### src/rtl/id_ex_operand_stage.sv
// ID/EX register with forwarding and load-use bubble; ID to EX in 1 cycle, stall_i holds EX and
// refreshes operand data, flush_i squashes. Define ID_EX_FORWARD_EN for EX/MEM and MEM/WB forwarding.
module id_ex_operand_stage #(
  parameter int DATA_W  = 32,
  parameter int RADDR_W = 5,
  parameter int ALUOP_W = 4
) (
  input  logic               clk,
  input  logic               rst_n,
  input  logic               id_valid,
  input  logic [RADDR_W-1:0] id_rs_addr,
  input  logic [RADDR_W-1:0] id_rt_addr,
  input  logic [RADDR_W-1:0] id_rd_addr,
  input  logic [DATA_W-1:0]  id_rs_data,
  input  logic [DATA_W-1:0]  id_rt_data,
  input  logic [DATA_W-1:0]  id_imm,
  input  logic [4:0]         id_shamt,
  input  logic [ALUOP_W-1:0] id_alu_op,
  input  logic               id_src1_shamt,
  input  logic               id_src2_imm,
  input  logic               id_reg_write,
  input  logic               id_mem_read,
  input  logic               id_mem_write,
  input  logic               stall_i,
  input  logic               flush_i,
  input  logic               exm_reg_write,
  input  logic               exm_mem_read,
  input  logic [RADDR_W-1:0] exm_rd,
  input  logic [DATA_W-1:0]  exm_result,
  input  logic               mwb_reg_write,
  input  logic [RADDR_W-1:0] mwb_rd,
  input  logic [DATA_W-1:0]  mwb_data,
  output logic               load_use_stall,
  output logic [DATA_W-1:0]  alu_in1,
  output logic [DATA_W-1:0]  alu_in2,
  output logic [ALUOP_W-1:0] alu_op,
  output logic [DATA_W-1:0]  ex_store_data,
  output logic               ex_valid,
  output logic [RADDR_W-1:0] ex_rd,
  output logic               ex_reg_write,
  output logic               ex_mem_read,
  output logic               ex_mem_write
);

  typedef struct packed {
    logic               valid;
    logic [RADDR_W-1:0] rs;
    logic [RADDR_W-1:0] rt;
    logic [RADDR_W-1:0] rd;
    logic [DATA_W-1:0]  rs_data;
    logic [DATA_W-1:0]  rt_data;
    logic [DATA_W-1:0]  imm;
    logic [4:0]         shamt;
    logic [ALUOP_W-1:0] alu_op;
    logic               src1_shamt;
    logic               src2_imm;
    logic               reg_write;
    logic               mem_read;
    logic               mem_write;
  } ex_slot_t;

  ex_slot_t          ex_q;
  ex_slot_t          id_slot;
  logic [DATA_W-1:0] fwd_rs;
  logic [DATA_W-1:0] fwd_rt;
  logic              ex_load_hit;

  always_comb begin
    id_slot            = '0;
    id_slot.valid      = id_valid;
    id_slot.rs         = id_rs_addr;
    id_slot.rt         = id_rt_addr;
    id_slot.rd         = id_rd_addr;
    id_slot.rs_data    = id_rs_data;
    id_slot.rt_data    = id_rt_data;
    id_slot.imm        = id_imm;
    id_slot.shamt      = id_shamt;
    id_slot.alu_op     = id_alu_op;
    id_slot.src1_shamt = id_src1_shamt;
    id_slot.src2_imm   = id_src2_imm;
    id_slot.reg_write  = id_reg_write;
    id_slot.mem_read   = id_mem_read;
    id_slot.mem_write  = id_mem_write;
  end

  assign ex_load_hit = id_valid & ex_q.valid & ex_q.mem_read & (ex_q.rd != '0) &
                       ((ex_q.rd == id_rs_addr) | (ex_q.rd == id_rt_addr));

`ifdef ID_EX_FORWARD_EN
  // EX/MEM loads have no data yet, so only ALU results are forwarded from that stage.
  always_comb begin
    fwd_rs = ex_q.rs_data;
    if (exm_reg_write && !exm_mem_read && (exm_rd != '0) && (exm_rd == ex_q.rs))
      fwd_rs = exm_result;
    else if (mwb_reg_write && (mwb_rd != '0) && (mwb_rd == ex_q.rs))
      fwd_rs = mwb_data;
  end

  always_comb begin
    fwd_rt = ex_q.rt_data;
    if (exm_reg_write && !exm_mem_read && (exm_rd != '0) && (exm_rd == ex_q.rt))
      fwd_rt = exm_result;
    else if (mwb_reg_write && (mwb_rd != '0) && (mwb_rd == ex_q.rt))
      fwd_rt = mwb_data;
  end

  assign load_use_stall = ex_load_hit;
`else
  logic ex_raw_hit;
  logic exm_raw_hit;
  logic unused_fwd_inputs;

  assign fwd_rs = ex_q.rs_data;
  assign fwd_rt = ex_q.rt_data;

  // Without bypass paths, any pending writer in EX or EX/MEM must drain first.
  assign ex_raw_hit  = ex_q.valid & ex_q.reg_write & (ex_q.rd != '0) &
                       ((ex_q.rd == id_rs_addr) | (ex_q.rd == id_rt_addr));
  assign exm_raw_hit = exm_reg_write & (exm_rd != '0) &
                       ((exm_rd == id_rs_addr) | (exm_rd == id_rt_addr));

  assign load_use_stall = ex_load_hit | (id_valid & (ex_raw_hit | exm_raw_hit));

  assign unused_fwd_inputs = ^{exm_mem_read, exm_result, mwb_reg_write, mwb_rd, mwb_data,
                               ex_q.rs, ex_q.rt};
`endif

  // A held slot keeps capturing forwarded data so a producer retiring from WB is not lost.
  always_ff @(posedge clk or negedge rst_n) begin
    if (!rst_n) begin
      ex_q <= '0;
    end else if (flush_i) begin
      ex_q <= '0;
    end else if (stall_i) begin
      ex_q.rs_data <= fwd_rs;
      ex_q.rt_data <= fwd_rt;
    end else if (load_use_stall) begin
      ex_q <= '0;
    end else begin
      ex_q <= id_slot;
    end
  end

  assign alu_in1       = ex_q.src1_shamt ? {{(DATA_W-5){1'b0}}, ex_q.shamt} : fwd_rs;
  assign alu_in2       = ex_q.src2_imm ? ex_q.imm : fwd_rt;
  assign ex_store_data = fwd_rt;
  assign alu_op        = ex_q.alu_op;
  assign ex_valid      = ex_q.valid;
  assign ex_rd         = ex_q.rd;
  assign ex_reg_write  = ex_q.reg_write;
  assign ex_mem_read   = ex_q.mem_read;
  assign ex_mem_write  = ex_q.mem_write;

endmodule

### config.mk
export PLATFORM = sky130hd
export DESIGN_NAME = id_ex_operand_stage
export DESIGN_NICKNAME = d
export VERILOG_FILES = /design/src/rtl/id_ex_operand_stage.sv
export SDC_FILE = /design/constraint.sdc
export NUM_CORES = 1
export LEC_CHECK = 0
export ABC_AREA = 1
export BUFFER_PORTS_ARGS = -buffer_cell sky130_fd_sc_hd__buf_4
export CORE_AREA = 2 2 123 125
export CTS_CLUSTER_DIAMETER = 60
export DETAILED_ROUTE_END_ITERATION = 6
export DIE_AREA = 0 0 125 127
export HOLD_SLACK_MARGIN = 0.05
export PLACE_DENSITY = 0.82
export SKIP_LAST_GASP = 1
export SLEW_MARGIN = 20
export SYNTH_ARGS = -nofsm -noshare
export SYNTH_HDL_FRONTEND = slang
export SYNTH_SLANG_ARGS = --single-unit
### constraint.sdc
create_clock -name clk -period 2.83 [get_ports clk]
set_clock_uncertainty 0.15 [all_clocks]
set_input_delay 0.566 -clock clk [delete_from_list [all_inputs] [get_ports clk]]
set_output_delay 0.566 -clock clk [all_outputs]
set_load 0.005 [all_outputs]
* Yosys cells after proc, flatten, opt, wreduce, memory -nomap -nowiden
Index checks and enable logic that the tools add are counted.
** Cells by class
- Add/subtract/negate cells :: 0
- Multipliers :: 0
- Div/mod/pow operators :: 0
- Order comparisons :: 0
- Equal/unequal tests :: 5
- Shift operators :: 0
- Muxes and demuxes :: 7
- Bitwise logic cells :: 14
- Reductions and logical operators :: 2
** Operators with widths (count)
- $mux 126 :: 2
- $mux 32 :: 2
- $mux 64 :: 1
- $mux 46 :: 1
- $eq 5x5->1 :: 4
- $mux 16 :: 1
- $and 1x1->1 :: 10
- $reduce_bool 5->1 :: 2
- $or 1x1->1 :: 4
- $ne 2x1->1 const B :: 1
** Storage, ports and cells
- Register bits after elaboration :: 116
- Bits in latches :: 0
- Bits in writable memories :: 0
- Memory bits (read-only) :: 0
- Input port bits :: 207
- Output and inout bits :: 110
- Memories :: 0

* Longest topological paths before layout
Gate-level depths: netlist of the first run.
- Word-level depth :: 9
- Gate-level depth with buffers :: 11

* Worst setup path after synthesis of the first run
No wires, ideal clock.
- Path type :: input-to-output
- From :: input port exm_rd[2]
- To :: output port load_use_stall
- Arrival :: 1349 ps
- Data required time :: 2114 ps
- Slack :: 765 ps
- Cell stages on the path :: 8
- Buffers on the path :: 2
- Cell sequence :: nor3_1 > nand3_1 > nand3_1 > inv_2 > nand2_2 > buf_6 > buf_6 > nand2_1
** Between the ends
- Longest elaborated chain between the ends :: 6
- Elaborated cells between the ends (all ways) :: 9
- Those cells by class :: 2 x eq/ne; 6 x bitwise; 1 x reduce/logical
** Ends and longest elaborated chain
- start: declaration :: RTL line 28 : input logic [RADDR_W-1:0] exm_rd,
- $eq 5x5->1 / $reduce_bool 5->1 (equally long branches) :: RTL line 120, 119
- $or 1x1->1 / $and 1x1->1 (equally long branches) :: RTL line 120, 119
- $and 1x1->1 * :: RTL line 119 : assign exm_raw_hit = exm_reg_write & (exm_rd != '0) &
- $or 1x1->1 * :: RTL line 122 : assign load_use_stall = ex_load_hit | (id_valid & (ex_raw_hit | exm_raw_hit));
- $and 1x1->1 * :: RTL line 122
- $or 1x1->1 * :: RTL line 122
- end: declaration :: RTL line 33 : output logic load_use_stall,
Every way passes the cells marked *; elsewhere a longest branch is shown, timed or not.

* Worst setup path after layout of the first run
- From :: register ex_q[4] in the netlist's numbering
- To :: output port alu_in1[28]
** Between the ends
- Longest elaborated chain between the ends :: 1
** Ends and longest elaborated chain
- start: declaration :: RTL line 62 : ex_slot_t ex_q;
- start signal: assignment :: RTL line 140 : ex_q <= id_slot;
- $mux 32 :: RTL line 144 : assign alu_in1 = ex_q.src1_shamt ? {{(DATA_W-5){1'b0}}, ex_q.shamt} : fwd_rs;
- end: declaration :: RTL line 34 : output logic [DATA_W-1:0] alu_in1,
Every way passes these cells.

==> results of run 1 <==
-- through the flow --
| step | util | power, W | hold slack, ns | instances |
|---|---|---|---|---|
| global placement | 0.599 | 0.00258 | 0.221 | 1325 |
| finish | 0.646 | 0.00501 | 0.323 | 1358 |
| global route | 0.646 | 0.00523 | 0.330 | 1358 |
| CTS | 0.646 | 0.00505 | 0.320 | 1358 |
| detailed placement | 0.599 | 0.00260 | 0.222 | 1325 |
| floorplan | - | 0.00221 | 0.120 | 981 |
-- power by group through the flow --
stage / clock, W / combinational (W) / sequential (W)
2_1_floorplan: 0 / 0.000384 / 0.00183
3_3_place_gp: 0 / 0.000734 / 0.00185
3_5_place_dp: 0 / 0.000747 / 0.00185
4_1_cts: 0.00247 / 0.000753 / 0.00183
5_1_grt: 0.00256 / 0.000827 / 0.00184
6_report: 0.00243 / 0.000744 / 0.00183
-- state kept, by name, indices dropped and copies added, names as in the netlist --
name / cells
ex_q: 39
ex_store_data: 32
fwd_rs: 32
ex_rd: 5
alu_op: 4
ex_mem_read: 1
ex_mem_write: 1
ex_reg_write: 1
ex_valid: 1
-- synthesized netlist by cell type, types with 4 or more instances --
| master | instances | area [µm²] |
|---|---|---|
| nor2_1 | 154 | 578 |
| buf_4 | 42 | 315 |
| nand3_1 | 102 | 510 |
| dfrtp_1 | 116 | 2900 |
| inv_1 | 157 | 589 |
| nand3_2 | 20 | 200 |
| buf_6 | 8 | 90.1 |
| clkbuf_1 | 25 | 93.8 |
| mux2_2 | 37 | 417 |
| nand2_1 | 275 | 1030 |
| buf_2 | 23 | 115 |
| inv_2 | 8 | 30.0 |
| xnor2_1 | 4 | 35.0 |
-- critical path: cells and delay by family, from the launching register on --
kind,cells,cell delay (ns)
AND/OR/NAND/NOR,1,0.10
buffers and inverters,2,0.48
flip-flops,1,0.79
-- repair_timing --
| item | 4_1_cts | 5_1_grt |
|---|---|---|
| hold buffers | 1 | 0 |
| endpoints found under the setup margin | 0 | 0 |
| hold endpoints to repair | 49 | 0 |
-- kinds of logic (layout without fill, tap and decap cells) --
kind of cell,Yosys count,count (layout),synth area share
flip-flops,116,116,0.416
multiplexers,37,37,0.0597
AND/OR/NAND/NOR,559,559,0.340
XOR/XNOR,6,6,0.00753
buffers and inverters,263,456,0.177
-- layer usage --
metal  global-route usage  vias to the layer above  share of wire
met2                0.394                      207           0.50
met3               0.0494                       27          0.056
li1                     -                     3241              -
met1                0.302                     2979           0.42
met5                    0                        -              0
met4               0.0843                        0          0.022
-- path summary, 6_finish.rpt --
check	to	slack [ns]	depth (start not counted)
worst max register to register	fwd_rs[10]	0.99	10
worst max-delay path	alu_in1[28]	0.34	3
worst min-delay path	ex_q[33]	0.32	2
min in group asynchronous	ex_store_data[16]	0.36	2
max in group asynchronous	fwd_rs[25]	1.62	3
worst min register to register	ex_q[33]	0.32	2
-- layout make-up --
cell class	instances	share of cell area
clock buffers	21	0.0516
clock inverters	11	0.0211
inverters	165	0.0665
multi-input cells	602	0.306
flip-flops and latches	116	0.311
well taps	184	0.0247
repair buffers	259	0.218
==> impl_metrics.toml, run 1 <==
[critical_path]
max_stage_delay_ns = 0.79
path_class = "reg2out"
path_cells = "buf_4 -> nor2_1 -> buf_4"
cp_slowest_cell = "dfrtp_1"
path_common_cell = "buf_4"
startpoint_type = "flop"
worstSetupStartpoint = "ex_q[4]"
path_max_fanout = 19
crit_required_ns = 2.11
end_kind = "output pin"
r2r-start = "ex_rd[0]"
arrival_ns = 1.78

[route]
route.detailed.drc = 0
first_iter_violations = 433
num_vias = 6454
firstDrtPassIters = 5
routedWlPerCell_um = 13.7
ant_nets = 0
wirelength_um = 18600
via_per_inst = 4.75

[final_layout]
final_cell_mix = "nand2_1 (275), buf_4 (251), inv_1 (157)"
final.fill_count = 1246
syn_to_final_growth_pct = 33.5
final_cell_area_mm2 = 0.00932
fin_nets = 1368
final_common_cell = "nand2_1"
drive_gt1_frac = 0.306
diodes = 0
regArea_mm2 = 0.00290
multi_input_area_mm2 = 0.00286

[synthesis]
syn_inst = 981
synth_seq_cells = 116
syn-num-nets = 1188
syn-cell-area_mm2 = 0.00698
ys_warn_count = 0
ys_seq_area_frac = 0.416
yosys_most_used_dff = "dfrtp_1"
synth_edf_count = 0
synth.distinct_cells = 20
avgSynthCellArea_um2 = 7.12
async_reset_ff_frac = 1.00

[power]
peakVddDrop_mv = 0.346
leakage_nw = 5.68
swShare = 0.238
internal_power_w = 0.00381
clock_power_share = 0.486
cellPowerDensity_mw_per_mm2 = 537
p_switching_w = 0.00119
comb_power_share = 0.149
p_seq_frac = 0.365

[sta]
fin_setup_tns_ns = 0
timing.fmax_mhz = 401
rsz0062_at_grt = "no"
tightest_slew_ns = 0.703
fin_crit_sh = 0.881
setup_viol = 0
finalWorstSetupSlack_ns = 0.337
finalHoldViolCount = 0
maxSlewHeadroom = 0.532
slew_viol_final = 0
fin_crit_ns = 2.49

[floorplan]
core_area_mm2 = 0.0144
die_h_um = 127
ios = 317
die_w_um = 125
die_area_mm2 = 0.0159
initial_utilization = 0.484
rows = 44

[place]
gp_routability_congestion = 0.834
postPlaceCellArea_mm2 = 0.00863
dp_hpwl_um = 12500
dp_slack_ns = 0.573
port_buffers = 245

[clock_tree]
clk_latency_ns = 0.40
cts_tree = "done"
numCtsBuffers = 17
cts_root_buf = "clkbuf_16"
cts_max_level = 4
clkSinkCount = 116
ctsResizeCount = 0
cts_setup_buffers = 0
clk_path_buf_depth = 2
clkSlewWorstSetupHoldPaths_ns = 0.05

[grt]
grt_overflow = 0
antenna_found_initial = 0
grt.total_usage = 0.234
grt_max_degree = 117
grt_pass1_wl_um = 30500
grt_pass1_vias = 6197

[hold_path]
min_path_type = "reg2reg"
hold_path.startpoint = "ex_q[33]"

[outcome]
status = "completed"

[job]
maxCapViolations = 0
No activity file was read; power rests on OpenSTA's default activity.
==> inputs of run 2 (changes only) <==
BUFFER_PORTS_ARGS = -buffer_cell sky130_fd_sc_hd__buf_2   (was -buffer_cell sky130_fd_sc_hd__buf_4)
==> run 2 against run 1 <==
Effect of this change: setup slack better by 0.031 ns; first-iteration DRC count fell by 4.2%; utilization shrank 5.2 points; total power is 8.6% lower; count of clock-buffer cells in the layout grew 2; sequential power hardly changed; combinational power fell by 15%; non-clock buffer count down 5; largest power group unchanged.
==> impl_metrics.toml, run 2 (same netlist as run 1, synthesis figures left out) <==
[outcome]
status = "completed"

[clock_tree]
clkSlewWorstSetupHoldPaths_ns = 0.06
postCtsHoldBufs = 1
cts_max_level = 4
cts_setup_buffers = 0
ctsResizeCount = 0
clk_latency_ns = 0.41
clk_path_buf_depth = 2
numCtsBuffers = 17
cts_root_buf = "clkbuf_16"
cts_tree = "done"
clkSinkCount = 116

[sta]
timing.fmax_mhz = 406
fin_setup_tns_ns = 0
setup_viol = 0
finalWorstSetupSlack_ns = 0.369
fin_crit_sh = 0.870
finalHoldViolCount = 0
fin_crit_ns = 2.46
tightest_slew_ns = 0.686
maxSlewHeadroom = 0.542
slew_viol_final = 0
rsz0062_at_grt = "no"

[final_layout]
final_cell_mix = "nand2_1 (275), buf_2 (244), inv_1 (157)"
final.fill_count = 1330
fin_nets = 1363
final_common_cell = "nand2_1"
drive_gt1_frac = 0.301
regArea_mm2 = 0.00290
diodes = 0
multi_input_area_mm2 = 0.00286
syn_to_final_growth_pct = 22.8
postLayoutCoreUtil = 0.594
largest_register = "ex_q"
largest_reg_flops = 39

[critical_path]
worst-path-buf-inv = 1
crit_family = "flip-flops"
path_max_fanout = 19
startpoint_type = "flop"
arrival_ns = 1.75
r2r-start = "ex_rd[1]"
reg2reg_setup_slack_ns = 1.01
path_cells = "mux2_2 -> buf_2"
max_stage_delay_ns = 0.77
regToRegEndpoint = "ex_q[38]"
cp_slowest_cell = "dfrtp_1"
crit_required_ns = 2.11
path_class = "reg2out"
ff2ff_path_depth = 8
end_kind = "output pin"

[route]
wirelength_um = 17900
ant_nets = 0
via_per_inst = 4.83
first_iter_violations = 415
route.detailed.drc = 0
firstDrtPassIters = 5
routedWlPerCell_um = 13.2
num_vias = 6526

[hold_path]
hold_end = "ex_store_data[27]"
min_path_type = "in2reg"
hold_path.startpoint = "id_rt_data[27]"
hold_path_depth = 5

[grt]
grt_pass1_wl_um = 29600
grt_max_degree = 117
grt_pass1_vias = 6253
antenna_found_initial = 0
grt.total_usage = 0.227
grt_overflow = 0

[floorplan]
initial_utilization = 0.484
rows = 44
core_area_mm2 = 0.0144
die_h_um = 127
ios = 317
die_w_um = 125
die_area_mm2 = 0.0159

[place]
port_buffers = 245
dp_hpwl_um = 11700
gp_routability_congestion = 0.852
dp_slack_ns = 0.683

[power]
peakVddDrop_mv = 0.391
cellPowerDensity_mw_per_mm2 = 534
leakage_nw = 5.48

[job]
maxCapViolations = 0
-- run 2: per-stage QoR --
stage	hold WS, ns	area [µm²]	power [W]	std cells
floorplan	0.120	6980	0.00221	981
global placement	0.307	7970	0.00247	1320
detailed placement	0.314	7970	0.00249	1320
global route	0.323	8570	0.00478	1352
CTS	0.298	8570	0.00463	1352
finish	0.317	8570	0.00458	1352
-- run 2: routing by layer --
metal,share of wire,global-route usage,vias up
li1,-,-,3229
met1,0.43,0.292,3022
met2,0.49,0.372,229
met3,0.055,0.0498,46
met4,0.029,0.0961,0
met5,0,0,-
-- run 2: tightest hold or removal path: cells and delay by family --
family / cells / cell delay, ns
and+or+nand+nor: 3 / 0.13
buffers and inverters: 2 / 0.13
-- run 2: how the worst max path moves through the flow --
stage / from / to / slack (ns) / cells past startpoint
finish: ex_q[4] / alu_in1[1] / 0.37 / 2
global route: ex_q[4] / alu_in1[28] / 0.26 / 3
CTS: ex_q[4] / alu_in1[1] / 0.35 / 2
detailed placement: id_rt_addr[4] / load_use_stall / 0.68 / 10
global placement: exm_rd[1] / load_use_stall / 0.68 / 10
floorplan: exm_rd[2] / load_use_stall / 0.76 / 8
-- run 2: layout make-up --
class | instances | area share
Clock buffer | 23 | 0.0569
Timing Repair Buffer | 254 | 0.160
Tap cell | 184 | 0.0269
Sequential cell | 116 | 0.339
Clock inverter | 8 | 0.0117
Multi-Input combinational cell | 602 | 0.333
Inverter | 165 | 0.0723
-- run 2: power breakdown --
group / total (W) / internal, W / switching (W)
clock: 0.00212 / 0.00138 / 0.000741
combinational: 0.000631 / 0.000287 / 0.000343
sequential: 0.00183 / 0.00176 / 0.0000688
==> inputs of run 3 (changes only) <==
CORE_AREA = unset   (was 2 2 123 125)
CORE_MARGIN = 2   (was unset)
CORE_UTILIZATION = 48   (was unset)
DIE_AREA = unset   (was 0 0 125 127)
clock period = 2.38 ns   (was 2.83 ns; I/O delays follow)
==> run 3 against run 2 <==
Effect of this change: combinational power increased by 20%; setup slack got worse by 0.22 ns; global-route usage increased by 0.47 points; highest routed layer unchanged; design area increased by 0.99%; critical path type unchanged; flip-flop and latch count unchanged; via count decreased by 1.2%; utilization increased by 0.82 points; largest power group unchanged; largest cell class unchanged.
==> impl_metrics.toml, run 3 (same netlist as run 1, synthesis figures left out) <==
[outcome]
status = "completed"

[critical_path]
path_max_fanout = 5
startpoint_type = "flop"
crit_required_ns = 1.75
end_kind = "output pin"
path_class = "reg2out"
arrival_ns = 1.60

[power]
leakage_nw = 5.51
peakVddDrop_mv = 0.434
cellPowerDensity_mw_per_mm2 = 642

[floorplan]
ios = 317
die_h_um = 125
core_area_mm2 = 0.0144
die_w_um = 125
initial_utilization = 0.486
rows = 44
die_area_mm2 = 0.0155

[place]
gp_routability_congestion = 0.876
dp_slack_ns = 0.361
port_buffers = 245
dp_hpwl_um = 12000

[clock_tree]
cts_tree = "done"
clkSlewWorstSetupHoldPaths_ns = 0.06
clk_latency_ns = 0.41
postCtsHoldBufs = 1
cts_setup_buffers = 0
clkSinkCount = 116
numCtsBuffers = 17
clk_path_buf_depth = 2
cts_root_buf = "clkbuf_16"
ctsResizeCount = 0
cts_max_level = 4

[sta]
finalWorstSetupSlack_ns = 0.152
slew_viol_final = 0
maxSlewHeadroom = 0.498
fin_setup_tns_ns = 0
setup_viol = 0
fin_crit_sh = 0.936
timing.fmax_mhz = 449
rsz0062_at_grt = "no"
fin_crit_ns = 2.23
tightest_slew_ns = 0.753
finalHoldViolCount = 0

[grt]
grt_pass1_wl_um = 29600
antenna_found_initial = 2
grt.total_usage = 0.232
grt_max_degree = 70
grt_overflow = 0
grt_pass1_vias = 6219

[route]
first_iter_violations = 330
route.detailed.drc = 0
wirelength_um = 17900
via_per_inst = 4.73
firstDrtPassIters = 4
num_vias = 6446
routedWlPerCell_um = 13.2
ant_nets = 0

[final_layout]
syn_to_final_growth_pct = 24.0
final_common_cell = "nand2_1"
final_cell_mix = "nand2_1 (275), buf_2 (244), inv_1 (157)"
largest_reg_flops = 39
fin_nets = 1370
drive_gt1_frac = 0.307
largest_register = "ex_q"

[job]
maxCapViolations = 0

[hold_path]
min_path_type = "in2reg"
[run 3: cell type report]
class	count	area (µm²)
Tap cell	184	230
Clock buffer	18	439
Sequential cell	116	2900
Multi-Input combinational cell	602	2860
Fill cell	1299	5710
Inverter	165	619
Clock inverter	14	176
Timing Repair Buffer	261	1430
Antenna cell	2	5.00
[run 3: metal layers]
metal | wire [µm] | vias to the layer above | track usage
li1 | - | 3239 | -
met1 | 7770 | 2984 | 0.290
met2 | 8760 | 186 | 0.390
met3 | 992 | 37 | 0.0524
met4 | 419 | 0 | 0.0905
met5 | 0 | - | 0
[run 3: path summary, 6_finish.rpt]
check | startpoint | end | slack (ns) | depth (start not counted)
worst max-delay path | ex_rd[1] | load_use_stall | 0.15 | 7
min in group asynchronous | rst_n | ex_store_data[12] | 0.45 | 2
worst max register to register | ex_rd[0] | ex_reg_write | 0.51 | 10
worst min register to register | ex_q[9] | ex_q[9] | 0.32 | 2
worst min-delay path | id_rs_data[15] | fwd_rs[15] | 0.23 | 5
max in group asynchronous | rst_n | ex_q[13] | 0.99 | 3
[run 3: worst max-delay path, cell delays in order (launching register included)]
cell	delay, ns
dfrtp_1	0.44
xor2_1	0.18
nor2_1	0.10
nand3_1	0.08
nand2_1	0.11
nand2_4	0.07
nand2_1	0.06
buf_2	0.14
[run 3: metrics by stage]
stage,total power (W),hold WS [ns],instance area (µm²),instances,util
floorplan,0.00263,0.0304,6980,981,-
global placement,0.00294,0.307,8030,1327,0.559
detailed placement,0.00296,0.312,8030,1327,0.559
CTS,0.00560,0.216,8650,1360,0.602
global route,0.00580,0.234,8650,1361,0.602
finish,0.00556,0.227,8660,1362,0.602
[run 3: where the power goes]
part / leakage (nW) / switching, W / internal (W)
sequential: 1.54 / 0.0000783 / 0.00209
combinational: 3.68 / 0.000411 / 0.000348
clock: 0.286 / 0.000953 / 0.00168
total: 5.51 / 0.00144 / 0.00412
